===== config.mk =====
export PLATFORM = sky130hd
export DESIGN_NAME = cva6_gshare_bht
export DESIGN_NICKNAME = d
export VERILOG_FILES = /design/src/rtl/cva6_gshare_bht.sv
export SDC_FILE = /design/constraint.sdc
export NUM_CORES = 1
export LEC_CHECK = 0
export ABC_AREA = 1
export ABC_CLOCK_PERIOD_IN_PS = 3000
export CORE_MARGIN = 1.5
export CORE_UTILIZATION = 30
export CTS_CLUSTER_SIZE = 24
export DETAILED_ROUTE_END_ITERATION = 8
export PLACE_DENSITY = 0.5
export SYNTH_ARGS = -nofsm -noshare
export SYNTH_HDL_FRONTEND = slang
export SYNTH_SLANG_ARGS = --single-unit

===== constraint.sdc =====
create_clock -name clk_i -period 3 [get_ports clk_i]
set_input_delay 0.6 -clock clk_i [delete_from_list [all_inputs] [get_ports clk_i]]
set_output_delay 0.6 -clock clk_i [all_outputs]
set_load 0.05 [all_outputs]

===== src/rtl/cva6_gshare_bht.sv =====
// Branch history table with 2-bit saturating counters and optional gshare indexing.
// Counters are cleared row by row by an init FSM after reset and flush, never by reset itself.

module cva6_gshare_bht_lane #(
  parameter int unsigned NR_ROWS = 16,
  parameter int unsigned RI      = 4
) (
  input  logic          clk_i,
  input  logic          init_we_i,
  input  logic [RI-1:0] init_row_i,
  input  logic          upd_we_i,
  input  logic [RI-1:0] upd_row_i,
  input  logic          upd_taken_i,
  input  logic [RI-1:0] rd_row_i,
  output logic [1:0]    rd_cnt_o
);
  logic [NR_ROWS-1:0][1:0] cnt_q, cnt_d;

  always_comb begin
    cnt_d = cnt_q;
    if (init_we_i) begin
      cnt_d[init_row_i] = 2'b01;
    end else if (upd_we_i) begin
      if (upd_taken_i && cnt_q[upd_row_i] != 2'b11)
        cnt_d[upd_row_i] = cnt_q[upd_row_i] + 2'd1;
      else if (!upd_taken_i && cnt_q[upd_row_i] != 2'b00)
        cnt_d[upd_row_i] = cnt_q[upd_row_i] - 2'd1;
    end
  end

  always_ff @(posedge clk_i) cnt_q <= cnt_d;

  assign rd_cnt_o = cnt_q[rd_row_i];
endmodule

module cva6_gshare_bht #(
  parameter int unsigned VLEN       = 32,
  parameter int unsigned NR_ENTRIES = 32,
  parameter int unsigned ROW        = 2,
  parameter int unsigned HIST_BITS  = 3,
  parameter int unsigned MODE       = 1
) (
  input  logic                 clk_i,
  input  logic                 rst_i,
  input  logic                 flush_i,
  input  logic                 debug_mode_i,
  input  logic [VLEN-1:0]      vpc_i,
  input  logic                 bht_update_valid_i,
  input  logic [VLEN-1:0]      bht_update_pc_i,
  input  logic                 bht_update_taken_i,
  input  logic [HIST_BITS-1:0] bht_update_hist_i,
  output logic [ROW-1:0]       bht_prediction_valid_o,
  output logic [ROW-1:0]       bht_prediction_taken_o,
  output logic [HIST_BITS-1:0] ghr_o,
  output logic                 init_done_o
);
  localparam int unsigned NR_ROWS = NR_ENTRIES / ROW;
  localparam int unsigned RI      = $clog2(NR_ROWS);
  localparam int unsigned CB      = (ROW > 1) ? $clog2(ROW) : 0;
  localparam int unsigned CBW     = (CB > 0) ? CB : 1;

  typedef enum logic {INIT = 1'b0, RUN = 1'b1} state_e;

  state_e                state_q, state_d;
  logic [RI-1:0]         init_idx_q, init_idx_d;
  logic [HIST_BITS-1:0]  ghr_q, ghr_d, ghr_shift;
  logic [RI-1:0]         lk_h, up_h, lk_row, up_row;
  logic [CBW-1:0]        up_col;
  logic                  init_we, upd_acc;
  logic [ROW-1:0][1:0]   rd_cnt;
  logic                  unused_bits;

  // History folded to the row-index width: zero-extended or low bits kept
  generate
    if (MODE == 0) begin : g_bimodal
      assign lk_h = '0;
      assign up_h = '0;
    end else if (HIST_BITS >= RI) begin : g_trunc
      assign lk_h = ghr_q[RI-1:0];
      assign up_h = bht_update_hist_i[RI-1:0];
    end else begin : g_zext
      assign lk_h = {{(RI-HIST_BITS){1'b0}}, ghr_q};
      assign up_h = {{(RI-HIST_BITS){1'b0}}, bht_update_hist_i};
    end
    if (CB > 0) begin : g_col
      assign up_col = bht_update_pc_i[1 +: CB];
    end else begin : g_nocol
      assign up_col = '0;
    end
    if (HIST_BITS == 1) begin : g_h1
      assign ghr_shift = bht_update_taken_i;
    end else begin : g_hn
      assign ghr_shift = {ghr_q[HIST_BITS-2:0], bht_update_taken_i};
    end
  endgenerate

  assign lk_row  = vpc_i[CB+1 +: RI] ^ lk_h;
  assign up_row  = bht_update_pc_i[CB+1 +: RI] ^ up_h;
  assign init_we = (state_q == INIT) && !rst_i && !flush_i;
  assign upd_acc = (state_q == RUN) && bht_update_valid_i && !debug_mode_i && !flush_i && !rst_i;
  assign unused_bits = ^{vpc_i, bht_update_pc_i, bht_update_hist_i};

  always_ff @(posedge clk_i) begin
    if (rst_i) begin
      state_q    <= INIT;
      init_idx_q <= '0;
      ghr_q      <= '0;
    end else begin
      state_q    <= state_d;
      init_idx_q <= init_idx_d;
      ghr_q      <= ghr_d;
    end
  end

  always_comb begin
    state_d    = state_q;
    init_idx_d = '0;
    ghr_d      = ghr_q;
    if (flush_i) begin
      state_d = INIT;
      ghr_d   = '0;
    end else begin
      case (state_q)
        INIT: begin
          init_idx_d = init_idx_q + 1'b1;
          if (init_idx_q == RI'(NR_ROWS-1)) state_d = RUN;
        end
        RUN: if (upd_acc) ghr_d = ghr_shift;
        default: state_d = INIT;
      endcase
    end
  end

  always_comb begin
    init_done_o            = 1'b0;
    bht_prediction_valid_o = '0;
    bht_prediction_taken_o = '0;
    if (state_q == RUN) begin
      init_done_o            = 1'b1;
      bht_prediction_valid_o = '1;
      for (int i = 0; i < int'(ROW); i++) bht_prediction_taken_o[i] = rd_cnt[i][1];
    end
  end

  assign ghr_o = ghr_q;

  for (genvar i = 0; i < int'(ROW); i++) begin : g_lane
    cva6_gshare_bht_lane #(.NR_ROWS(NR_ROWS), .RI(RI)) u_lane (
      .clk_i      (clk_i),
      .init_we_i  (init_we),
      .init_row_i (init_idx_q),
      .upd_we_i   (upd_acc && (up_col == CBW'(i))),
      .upd_row_i  (up_row),
      .upd_taken_i(bht_update_taken_i),
      .rd_row_i   (lk_row),
      .rd_cnt_o   (rd_cnt[i])
    );
  end
endmodule

==> flow_metrics.tcl, run 1 <==
set metrics [dict create \
    worst_pin_slew_ns 0.500 \
    power_mw 2.98 \
    final_cell_area_um2 6230 \
    crit_type "input pin to output pin" \
    grtUsageMet2_pct 31.4 \
    ctsHoldBuffers 0 \
    fin_cells 940 \
    cp_data_arrival_time_ns 2.30 \
    max_cap_violations 0 \
    cts-root-buf "clkbuf_16" \
    vias 4781 \
    wire_per_inst_um 17.4 \
    critPathLaunchType "input pin" \
    met1_usage_pct 27.0 \
    remaining_drc_errors 0 \
    die_w_um 131 \
    setup_slack_ns 0.0985 \
    layout-drive-gt1-share_pct 18.2 \
    worstPathRequired_ns 2.40 \
    antennaDiodeCount 0 \
    reg2reg_slack_ns 0.72 \
    core_um2 15900 \
    holdCritPathClass "register to register" \
    drv_slew 0 \
    tns_ns 0 \
    finalCritPeriodShare_pct 96.7 \
    die_area_um2 17100 \
    critPathCaptureType "output pin" \
    clkTransAtPathRegs_ns 0.06 \
    track_usage_pct 20.0 \
    grt_pass1_vias 4464 \
    fin_nets 800 \
    p_leak_nw 2.65 \
    ys_ff_latch 72 \
    place.gp.congestion 0.941 \
    synth_top_family_by_area "simple AND/OR/NAND/NOR gates" \
    grt-ovfl-total 0 \
    r2r_start "g_lane[1].u_lane.cnt_q[4]$_DFFE_PP_" \
    num_rows 46 \
    hold_ws_ns 0.503 \
    place.detailed.hpwl_mm 11.8 \
    min_from "ghr_o[1]$_SDFFE_PP0P_" \
    synth_cells 664 \
    io_pins 81 \
    initial_core_util_pct 30.8 \
    synth.distinct_cells 33 \
    grt_start_max_net_pins 69 \
    synth-xor-area-share_pct 0.713 \
    placed_area_um2 5710 \
    yosysSeqAreaShare_pct 42.4 \
    hold_end "ghr_o[2]$_SDFFE_PP0P_" \
    rsz0062_at_grt "yes" \
    drt_wl_total_mm 16.4 \
    skew_ns 0.00611 \
    avgSynthCellArea_um2 7.40 \
    ys.warnings.count 0 \
    grt_first_pass_wirelength_mm 24.9 \
    finalHoldViolCount 0 \
    htreeDepth 3 \
    use_met3_pct 4.76 \
    powerDensity_nw_per_um2 478 \
    antenna_left 0 \
    cts.sinks 72 \
    drt_iter0_drc 401 \
    period_needed_ns 2.90 \
    r2r-end "g_lane[1].u_lane.cnt_q[26]$_DFFE_PP_" \
    clk_latency_ns 0.35 \
    max_freq_mhz 345 \
    viasPerCell 5.09 \
    area_delta_synth_final_pct 26.9 \
    relSlewSlack_pct 66.6 \
    min_path_cells 2 \
    post-route-util_pct 39.1 \
    r2r_cells 15 \
    critPathMaxFanout 20 \
    setup_violations 0 \
    numCtsBuffers 9 \
    muxShareOfSynthArea_pct 0 \
    synth_area_um2 4910 \
    ir_worst_vdd_mv 0.295 \
    synth_compound_area_share_pct 17.1 \
    cts_tree "yes" \
    cts_max_path_buffers 2 \
    dr.pass1.iters 5 \
    dieHeight_um 131 \
    outcome "completed" \
    post-place-ws_ns -0.619 \
    dp.cells 924 \
    io_buffer_count 25 \
    synth-simple-area-share_pct 28.3 \
    antenna_found_initial 0 \
    grt-busiest-layer "met2" \
    synth_fa_ha_area_share_pct 2.04 \
    syn-num-nets 745 \
]
layout make-up:
type | count | area [µm²]
fillers | 1691 | 9710
multi-input cells | 485 | 2570
flip-flops and latches | 72 | 2080
repair buffers | 76 | 706
inverters | 75 | 282
well taps | 216 | 270
clock buffers | 10 | 239
clock inverters | 6 | 82.6
worst max-delay path, cell delays in order:
cell,delay (ns)
clkdlybuf4s50_1,0.44
inv_1,0.09
nand2_1,0.05
nand2_1,0.11
buf_12,0.18
nand2_1,0.06
nand3_1,0.09
nand3_1,0.14
nand3_1,0.14
nand2_1,0.08
nor2_2,0.17
buf_12,0.15
Yosys cell counts, drive strengths merged:
| cell type | count | area [µm²] |
|---|---|---|
| or2 | 3 | 18.8 |
| a211oi | 1 | 7.51 |
| nand2 | 238 | 936 |
| xor2 | 1 | 8.76 |
| dfxtp | 8 | 160 |
| inv | 75 | 282 |
| a41oi | 1 | 8.76 |
| ha | 8 | 100 |
| o22ai | 1 | 6.26 |
| nand3 | 25 | 125 |
| edfxtp | 64 | 1920 |
| clkbuf | 12 | 45.0 |
| buf | 20 | 136 |
| o32ai | 31 | 272 |
| o21ai | 59 | 295 |
| xnor2 | 3 | 26.3 |
| o21a | 1 | 7.51 |
| nand4 | 6 | 37.5 |
| nor2 | 60 | 257 |
| nand3b | 2 | 15.0 |
| a21oi | 37 | 185 |
| o211ai | 8 | 60.1 |
how the worst max path moves through the flow:
stage,from,endpoint,slack [ns]
finish,vpc_i[2],bht_prediction_taken_o[1],0.1
CTS,vpc_i[2],bht_prediction_taken_o[0],0.01
detailed placement,bht_update_hist_i[1],g_lane[1].u_lane.cnt_q[18]$_DFFE_PP_,-0.62
global route,bht_update_hist_i[0],g_lane[0].u_lane.cnt_q[11]$_DFFE_PP_,-0.02
floorplan,bht_update_pc_i[2],g_lane[1].u_lane.cnt_q[14]$_DFFE_PP_,0.05
global placement,bht_update_hist_i[1],g_lane[1].u_lane.cnt_q[16]$_DFFE_PP_,-0.62
power by group:
| group | total [mW] | switching (mW) | internal [mW] |
|---|---|---|---|
| Combinational | 0.668 | 0.425 | 0.243 |
| Clock | 1.18 | 0.432 | 0.746 |
| Sequential | 1.13 | 0.0119 | 1.12 |
| Total | 2.98 | 0.869 | 2.11 |
cells by family (layout without fill, tap and decap cells):
family	Yosys count	after routing
buffers and inverters	107	167
AO/OA/AOI/OAI	139	139
XOR/XNOR	4	4
adder cells (fa/ha/maj)	8	8
flip-flops	72	72
AND/OR/NAND/NOR	334	334
layer usage:
metal | up-vias | share of wire [%]
met2 | 171 | 46
li1 | 2331 | -
met3 | 22 | 7.0
met1 | 2257 | 45
met4 | 0 | 1.8
met5 | - | 0
repair_timing:
action                     4_1_cts  5_1_grt
setup buffers                    0        0
gates resized for setup         25       34
pin swaps                        3        0
setup endpoints to repair       98       84
cells in the final DEF, fill, tap and decap left out, types with 19 or more instances in the layout:
master / netlist / layout
nand2_1: 225 / 219
clkdlybuf4s50_1: 0 / 19
buf_4: 6 / 45
o32ai_1: 31 / 31
nand3_1: 25 / 25
a21oi_2: 0 / 25
o21ai_0: 47 / 43
inv_1: 74 / 74
nor2_1: 57 / 49
edfxtp_1: 64 / 64
sequential cells by signal, summed over array words and instances, names as in the netlist:
register and flops:
g_lane.u_lane.cnt_q 64, state_q 1, ghr_o 3, init_idx_q 4
Power figures use the tool's default switching activity.
==> run 2: changes to the inputs <==
--- a/config.mk
+++ b/config.mk
@@ -6,7 +6,6 @@
 export NUM_CORES = 1
 export LEC_CHECK = 0
 export ABC_AREA = 1
-export ABC_CLOCK_PERIOD_IN_PS = 3000
 export CORE_MARGIN = 1.5
 export CORE_UTILIZATION = 30
 export CTS_CLUSTER_SIZE = 24
==> results of run 2 <==
Same layout as run 1: the final DEF is identical, and so are final timing and power.
